**src/rtl/operand_fetch_sequencer.sv**
```systemverilog
// Purpose: walks a VRF word range for one fetch command, issuing reads only while the operand queue has credit.
// Latency: command strobe and first read request one cycle after acceptance; one grant per cycle at best.
// Backpressure: req_ready_o low while a command is in flight; reads stall at zero credits or no grant.
module operand_fetch_sequencer #(
    parameter int BufferDepth = 2,
    parameter int AddrWidth   = 10,
    parameter int LenWidth    = 16
) (
    input  logic                 clk_i,
    input  logic                 rst_ni,
    input  logic                 req_valid_i,
    output logic                 req_ready_o,
    input  logic [AddrWidth-1:0] req_addr_i,
    input  logic [LenWidth-1:0]  req_len_i,
    input  logic [3:0]           req_conv_i,
    input  logic                 kill_i,
    output logic                 vrf_req_o,
    output logic [AddrWidth-1:0] vrf_addr_o,
    input  logic                 vrf_gnt_i,
    output logic                 operand_issued_o,
    input  logic                 operand_consumed_i,
    output logic                 queue_cmd_valid_o,
    output logic [3:0]           queue_cmd_conv_o,
    output logic [LenWidth-1:0]  queue_cmd_len_o,
    output logic                 busy_o,
    output logic                 credit_err_o
);

    localparam int CredWidth = $clog2(BufferDepth + 1);
    localparam logic [CredWidth-1:0] CredMax = CredWidth'(BufferDepth);

    typedef enum logic {
        IDLE  = 1'b0,
        ISSUE = 1'b1
    } state_e;

    state_e                 state_q, state_d;
    logic [AddrWidth-1:0]   addr_q;
    logic [LenWidth-1:0]    remaining_q;
    logic [LenWidth-1:0]    len_q;
    logic [3:0]             conv_q;
    logic [CredWidth-1:0]   credits_q;
    logic                   cmd_pend_q;
    logic                   credit_err_q;

    logic                   accept;
    logic                   grant;
    logic                   last_word;

    // A zero-length command is handshaken but otherwise dropped.
    assign accept    = req_valid_i && req_ready_o && (req_len_i != '0);
    assign grant     = vrf_req_o && vrf_gnt_i;
    assign last_word = (remaining_q == LenWidth'(1));

    assign req_ready_o       = (state_q == IDLE);
    assign busy_o            = (state_q != IDLE);
    assign vrf_req_o         = (state_q == ISSUE) && (credits_q != '0) &&
                               (remaining_q != '0) && !kill_i;
    assign vrf_addr_o        = addr_q;
    assign operand_issued_o  = grant;
    assign queue_cmd_valid_o = cmd_pend_q;
    assign queue_cmd_conv_o  = conv_q;
    assign queue_cmd_len_o   = len_q;
    assign credit_err_o      = credit_err_q;

    // State register.
    always_ff @(posedge clk_i or negedge rst_ni) begin
        if (!rst_ni) begin
            state_q <= IDLE;
        end else begin
            state_q <= state_d;
        end
    end

    // Next-state: enter ISSUE on a non-empty command, leave on kill or final grant.
    always_comb begin
        state_d = state_q;
        case (state_q)
            IDLE: begin
                if (accept) begin
                    state_d = ISSUE;
                end
            end
            ISSUE: begin
                if (kill_i) begin
                    state_d = IDLE;
                end else if (grant && last_word) begin
                    state_d = IDLE;
                end
            end
            default: state_d = IDLE;
        endcase
    end

    // Command registers: latch on accept, advance per grant, drop remainder on kill.
    always_ff @(posedge clk_i or negedge rst_ni) begin
        if (!rst_ni) begin
            addr_q      <= '0;
            remaining_q <= '0;
            len_q       <= '0;
            conv_q      <= '0;
            cmd_pend_q  <= 1'b0;
        end else begin
            cmd_pend_q <= accept;
            if (accept) begin
                addr_q      <= req_addr_i;
                remaining_q <= req_len_i;
                len_q       <= req_len_i;
                conv_q      <= req_conv_i;
            end else if ((state_q == ISSUE) && kill_i) begin
                remaining_q <= '0;
            end else if (grant) begin
                addr_q      <= addr_q + AddrWidth'(1);
                remaining_q <= remaining_q - LenWidth'(1);
            end
        end
    end

    // Credits: one spent per grant, one returned per consume; overflow saturates and sets a sticky error.
    // Credits are never restored on kill because words already granted still drain through the queue.
    always_ff @(posedge clk_i or negedge rst_ni) begin
        if (!rst_ni) begin
            credits_q    <= CredMax;
            credit_err_q <= 1'b0;
        end else begin
            case ({grant, operand_consumed_i})
                2'b10: credits_q <= credits_q - CredWidth'(1);
                2'b01: begin
                    if (credits_q == CredMax) begin
                        credit_err_q <= 1'b1;
                    end else begin
                        credits_q <= credits_q + CredWidth'(1);
                    end
                end
                default: credits_q <= credits_q;
            endcase
        end
    end

endmodule

```
**config.mk**
```make
export PLATFORM = sky130hd
export DESIGN_NAME = operand_fetch_sequencer
export DESIGN_NICKNAME = d
export VERILOG_FILES = /design/src/rtl/operand_fetch_sequencer.sv
export SDC_FILE = /design/constraint.sdc
export NUM_CORES = 1
export LEC_CHECK = 0
export ABC_AREA = 1
export ABC_CLOCK_PERIOD_IN_PS = 1460
export CORE_ASPECT_RATIO = 1.25
export CORE_UTILIZATION = 45
export CTS_BUF_LIST = sky130_fd_sc_hd__clkbuf_4 sky130_fd_sc_hd__clkbuf_8 sky130_fd_sc_hd__clkbuf_16
export DETAILED_ROUTE_END_ITERATION = 6
export PLACE_DENSITY = 0.86
export REMOVE_ABC_BUFFERS = 1
export SLEW_MARGIN = 20
export SYNTH_ARGS = -nofsm -noshare
export SYNTH_HDL_FRONTEND = slang
export SYNTH_SLANG_ARGS = --single-unit
```
**constraint.sdc**
```tcl
create_clock -name clk_i -period 1.46 [get_ports clk_i]
set_input_delay 0.292 -clock clk_i [delete_from_list [all_inputs] [get_ports clk_i]]
set_output_delay 0.292 -clock clk_i [all_outputs]
set_load 0.1 [all_outputs]
```
Word level (Yosys, flattened, before mapping). Cells that the tools add are included.

Add/sub/neg operators: 4. Reductions and logical operators: 18. Equal/unequal tests: 6. Bitwise logic cells: 1. Mux-type cells: 12.

Operators by type and width (count): $mux 16 (3); $reduce_bool 16->1 (2); $mux 10 (3); $eq 16x1->1 const B (1); $sub 16x1->16 const B (1); $add 10x1->10 const B (1); $logic_and 1x1->1 (8); $reduce_and 2->1 (3); $reduce_bool 2->1 (3); $eq 2x2->1 const B (2); $ne 2x2->1 const B (2); $pmux 2 s2 (1); $mux 1 (3); $reduce_bool 3->1 (1); $add 2x1->2 const B (1); $eq 2x1->1 const B (1); $mux 2 (1); $pmux 1 s2 (1); $sub 2x1->2 const B (1); $logic_not 1->1 (1); $not 1->1 (1).

Flip-flop bits (word level): 51. Word-level logic and storage cells: 49. Input bits: 36.

Depth between registers and ports, before layout.
Word-level depth: 9. Gate-level depth with buffers: 12. Depth with buffers taken out: 11.

Worst setup path after synthesis. No wires, ideal clock.

Path kind: reg2reg. From: register state_q, in the netlist busy_o. To: register credits_q[0]. Path slack: -1876 ps. Arrival time: 3219 ps. Buffers on the path: 0. Setup time: 118 ps. Cell stages (with the launch flop): 8. Data required time: 1343 ps. Cell sequence: dfrtp_1 inv_1 nor3_2 nand3_4 inv_1 nand2_1 nand3_1 nand2_1.

Word-level cells in the longest chain between the ends: 7. Elaborated cells on any way between the ends: 10. Those cells by class: eq/ne: 3; mux: 1; reduce/logical: 6.

Ends and longest elaborated chain: start, declared (line 37) `state_e state_q, state_d;`; start signal, assigned (line 71) `state_q <= state_d;`; $logic_and 1x1->1 (*) (2 in a row) (line 57) `assign vrf_req_o = (state_q == ISSUE) && (credits_q != '0) &&`; $logic_and 1x1->1 (*) (line 58) `(remaining_q != '0) && !kill_i;`; $logic_and 1x1->1 (*) (line 52) `assign grant = vrf_req_o && vrf_gnt_i;`; named net operand_issued_o (line 20) `output logic operand_issued_o,`; $eq 2x1->1 or $eq 2x2->1 (tied branches) (line 126) `case ({grant, operand_consumed_i})`; $ne 2x2->1 (no line) or $reduce_bool 2->1 (tied branches); $reduce_and 2->1 (no line); end signal, assigned (line 123) `credits_q <= CredMax;`; end signal, assigned (line 127) `2'b10: credits_q <= credits_q - CredWidth'(1);`; end signal, assigned (line 132) `credits_q <= credits_q + CredWidth'(1);`; end, declared (line 42) `logic [CredWidth-1:0] credits_q;`.

Mark *: on every way through the listed nets, which the timed path passes. The rest lies on a longest branch. A chain may end at the register's enable or synchronous reset.

Worst setup path in the final report.
From: register remaining_q[6]. To: output port operand_issued_o.

Word-level cells in the longest chain between the ends: 4.

Ends and longest elaborated chain: start, declared (line 39) `logic [LenWidth-1:0] remaining_q;`; start signal, assigned (line 107) `remaining_q <= req_len_i;`; start signal, assigned (line 114) `remaining_q <= remaining_q - LenWidth'(1);`; $reduce_bool 16->1 (line 58); $logic_and 1x1->1 (line 57); $logic_and 1x1->1 (line 58); $logic_and 1x1->1 (line 52); end, declared (line 20).

No other way between the ends.

==> summary by stage <==
Final layout
The filler cell count in the final layout is between 200 and 250. The finished cells cover 0.005416 mm². Leaving out fill and tap cells, the most frequent cell in the layout is nand2_1.

The growth of design area from synthesis to finish is 87.48%. The layout cell share with drive strength beyond 1 is between 40 and 50%. In the layout the commonest cells are 130 x nand2_1, 63 x buf_4, 49 x dfrtp_1, 40 x buf_12, 37 x nand2_2. The number of inserted diodes is 0. At the end of the flow, the number of nets in the layout was 608.

STA
Setup violations remaining at the end of the flow were counted as 35. Headroom to the max-slew limit came out at roughly two thirds. The minimum hold slack is approximately 0.33 ns. After layout, the worst setup slack is -0.6672 ns. Counting I/O delays and the setup requirement, the final critical path takes ~2.1 ns. The final critical path takes up 145.7% of the cycle. The clock tree skew after final layout is 0.03027 ns. The count of endpoints failing hold in the final timing report is 0. The number of max-slew violations in the final report is 0. The actual slew at the worst max-slew pin is approximately 0.47 ns. Setup repair after global routing could not meet its margin everywhere. Timing would allow up to 470.1 MHz.

Detailed routing
The detailed-route wire length per cell is 24.91 µm. Using the TritonRoute via totals, the vias-per-cell ratio works out to 6.437. The detailed router placed 4210 vias in this run. Once detail routing completed, the nets flagged for antenna violations numbered 0. The first detailed-routing pass ran for 7 iterations. The DRC violation count after routing is 0. For this block, the initial DRC count from the detailed router was 553.

The total wire length after detailed routing is between 15 and 20 mm.

Floorplan
The area inside the core boundary is 0.006166 mm². The die covers roughly 0.0067 mm². Once the floorplan was initialized, standard cells occupied roughly 47% of the core. The count of standard-cell rows is 32. In this run the vertical extent of the chip is 91.59 µm. The width of the chip is 73.67 µm. 72 I/O pins were placed.

Power
The power density of the placed cells is about 2300 mW/mm². Summed over all cells, the static leakage comes to 2.744 nW. The switching power share of the total is between 50% and 60%. The clock network fraction of design power is 10.5%. Per report_power, the sequential group accounts for between 20% and 30% of the total. In this run the power spent charging and discharging nets is ~6.5 mW. In this run, the combinational gates consume 68.7% of the power. Cell internal power was estimated by the tool at about 5.7 mW. The maximum vdd drop is about 1600 µV.

Place
The half-perimeter wire length of the detailed placement result is 6.851 mm. Buffers placed on the I/O ports in this run total 71. Routability-driven placement finished with a final weighted congestion of 0.9289. The placed instance area is 0.004578 mm². Prior to clock tree synthesis, the placed netlist has a worst setup slack of -0.5069 ns.

Worst setup path
The cell family contributing the most delay on the critical path is simple AND/OR/NAND/NOR gates. The critical path contains buffers and inverters numbering 2 combined. The worst setup path is captured at a primary output. For the worst setup path, the data required time is between 1 and 1.5 ns. For the worst setup path, the data arrival time is ~1.8 ns.

The critical path in this run is classified as reg -> out. Of all nets on the critical path, the largest fanout is 2. Walking the worst path, the cells encountered are nor2_2 -> nand2_1 -> nor2_4 -> nand2_4 -> nand3_4 -> inv_4 -> buf_12. The largest individual stage delay along the critical path comes from the cell dfrtp_1. The biggest cell delay along the critical path is 0.45 ns. The launching element type of the critical path is a register.

Outcome
The flow ran to the end, but the final reports show violations. The final reports fail on negative setup slack.

Clock network
The number of levels in the clock H-tree is 2. After clock tree synthesis, the clock-pin slew on the worst setup and hold paths is 0.12 ns. The clock net in this run drives a total of between 50 and 60 sinks.

TritonCTS built the clock tree. The number of clock buffers added by TritonCTS is 5. The clock insertion delay at the later pin of the skew report is 0.36 ns. The maximum clock insertion buffer count is 2. The master cell of the clock root buffer is clkbuf_8.

Logic synthesis
The number of synthesized flops with an enable pin is 0. The number of warnings reported in the yosys synthesis log is 0. Counting flops and latches in the post-synthesis netlist gives 51. Summing the sequential cell areas from Yosys gives 44.22% of the chip area. The count of different cell masters after synthesis is 29. dfrtp_1 takes more of the synthesized area than any other cell. By area the synthesized netlist is led by dfrtp_1 43%, nand2_1 24%, nor2_1 6.4%, nand3_1 4.5%, inv_1 4.0%. The synthesized cell area is 0.002889 mm². The average footprint of a synthesized cell is 6.978 µm².

The predominant post-synthesis flop cell is dfrtp_1. The synthesized instance count is 414. The synthesized design devotes to its leading area cell type 43.31% of total area.

The fraction of registers with async set or reset after synthesis is 100.0%.

Global route
The wire length of the first global-routing pass is 21.66 mm. The total overflow reported by the global router is 0. Global routing consumed, over all layers together, 43.51% of the routing resources.

The number of antenna violations at the first check in global routing is 0. The maximum number of pins on one net before global-route repair is 52. The via count of the first global-routing pass was 4071.

Job
The number of violations of the max-capacitance limit is 0.

Hold path
In this run the worst hold path is classified as in -> reg.
-- repair_timing --
action                                  4_1_cts  5_1_grt
endpoints found under the setup margin       45       52
gates cloned                                  3        0
endpoints found under the hold margin        50        0
pin swaps                                    38       36
gates resized for setup                      98       93
hold buffers                                  1        0
setup buffers                                 9        4
-- power by group through the flow --
stage | Clock (mW) | Sequential (mW) | Combinational, mW
6_report | 1.28 | 2.53 | 8.39
5_1_grt | 1.33 | 2.57 | 8.64
4_1_cts | 1.19 | 2.36 | 7.11
3_5_place_dp | 0 | 2.35 | 6.55
3_3_place_gp | 0 | 2.32 | 6.35
2_1_floorplan | 0 | 4.20 | 1.77
-- state kept, by name (all words and copies together) (netlist names) --
name / flops
busy_o: 1
credit_err_o: 1
credits_q: 2
queue_cmd_valid_o: 1
queue_cmd_len_o: 16
vrf_addr_o: 10
queue_cmd_conv_o: 4
remaining_q: 16
-- per-layer routing --
metal,global-route usage [%],wire length (µm),vias up
li1,-,-,1599
met1,50.50,5351,1943
met2,69.42,7251,483
met3,12.54,2162,185
met4,26.44,1523,0
met5,0,0,-
-- cell usage after synthesis, types with 2 or more instances --
| cell | count |
|---|---|
| nand2_1 | 186 |
| dfrtp_1 | 50 |
| nor2_1 | 49 |
| inv_1 | 31 |
| nand3_1 | 26 |
| o21ai_0 | 14 |
| o21ai_1 | 9 |
| buf_2 | 7 |
| xor2_1 | 5 |
| ha_1 | 4 |
| nand4_1 | 4 |
| xnor2_1 | 4 |
| nand2_2 | 3 |
| or2_2 | 3 |
| clkbuf_1 | 2 |
| nand3_4 | 2 |
| o211ai_1 | 2 |
| o21bai_1 | 2 |
-- kinds of logic after synthesis --
group / count (synthesis) / synth area share, %
buffers and inverters: 44 / 6.453
AOI/OAI and AO/OA: 27 / 5.024
xor gates and xnor gates: 9 / 2.728
DFF: 51 / 44.22
and+or+nand+nor: 279 / 39.84
adders and majority gates: 4 / 1.732
-- worst paths after layout --
check | from | cells after the start | slack, ns | endpoint
worst max-delay path | remaining_q[6]$_DFFE_PN0P_ | 7 | -0.67 | operand_issued_o
worst min-delay path | req_len_i[10] | 3 | 0.33 | queue_cmd_len_o[10]$_DFFE_PN0P_
worst max register to register | remaining_q[6]$_DFFE_PN0P_ | 10 | -0.63 | remaining_q[15]$_DFFE_PN0P_
worst min register to register | queue_cmd_len_o[10]$_DFFE_PN0P_ | 2 | 0.58 | queue_cmd_len_o[10]$_DFFE_PN0P_
max in group asynchronous | rst_ni | 3 | 0.65 | credits_q[1]$_DFFE_PN1P_
min in group asynchronous | rst_ni | 3 | 0.48 | queue_cmd_conv_o[3]$_DFFE_PN0P_
-- cell type report --
cell class	instances	area, µm²	share of cell area, %
timing repair inverter	1	11.26	0.2079
tap	85	106.4	1.964
timing repair buffer	156	1824	33.68
inverter	33	148.9	2.749
multi-input combinational	320	1911	35.27
clock inverter	3	67.56	1.247
clock buffer	5	68.82	1.271
sequential	51	1279	23.61
-- through the flow --
step                util [%]  std cells  setup TNS (ns)  power (mW)
finish                 87.85        654          -16.86       12.20
floorplan                  -        403          -56.61       5.973
global route           87.85        654          -19.21       12.54
CTS                    82.51        652          -7.216       10.66
detailed placement     74.25        631          -21.20       8.898
global placement       74.25        631          -18.68       8.670
-- tightest hold or removal path: stages --
cell and delay, ns:
dlygate4sd2_1 0.21, nand2_1 0.07, nand2_1 0.06
No activity file was read; power rests on OpenSTA's default activity.
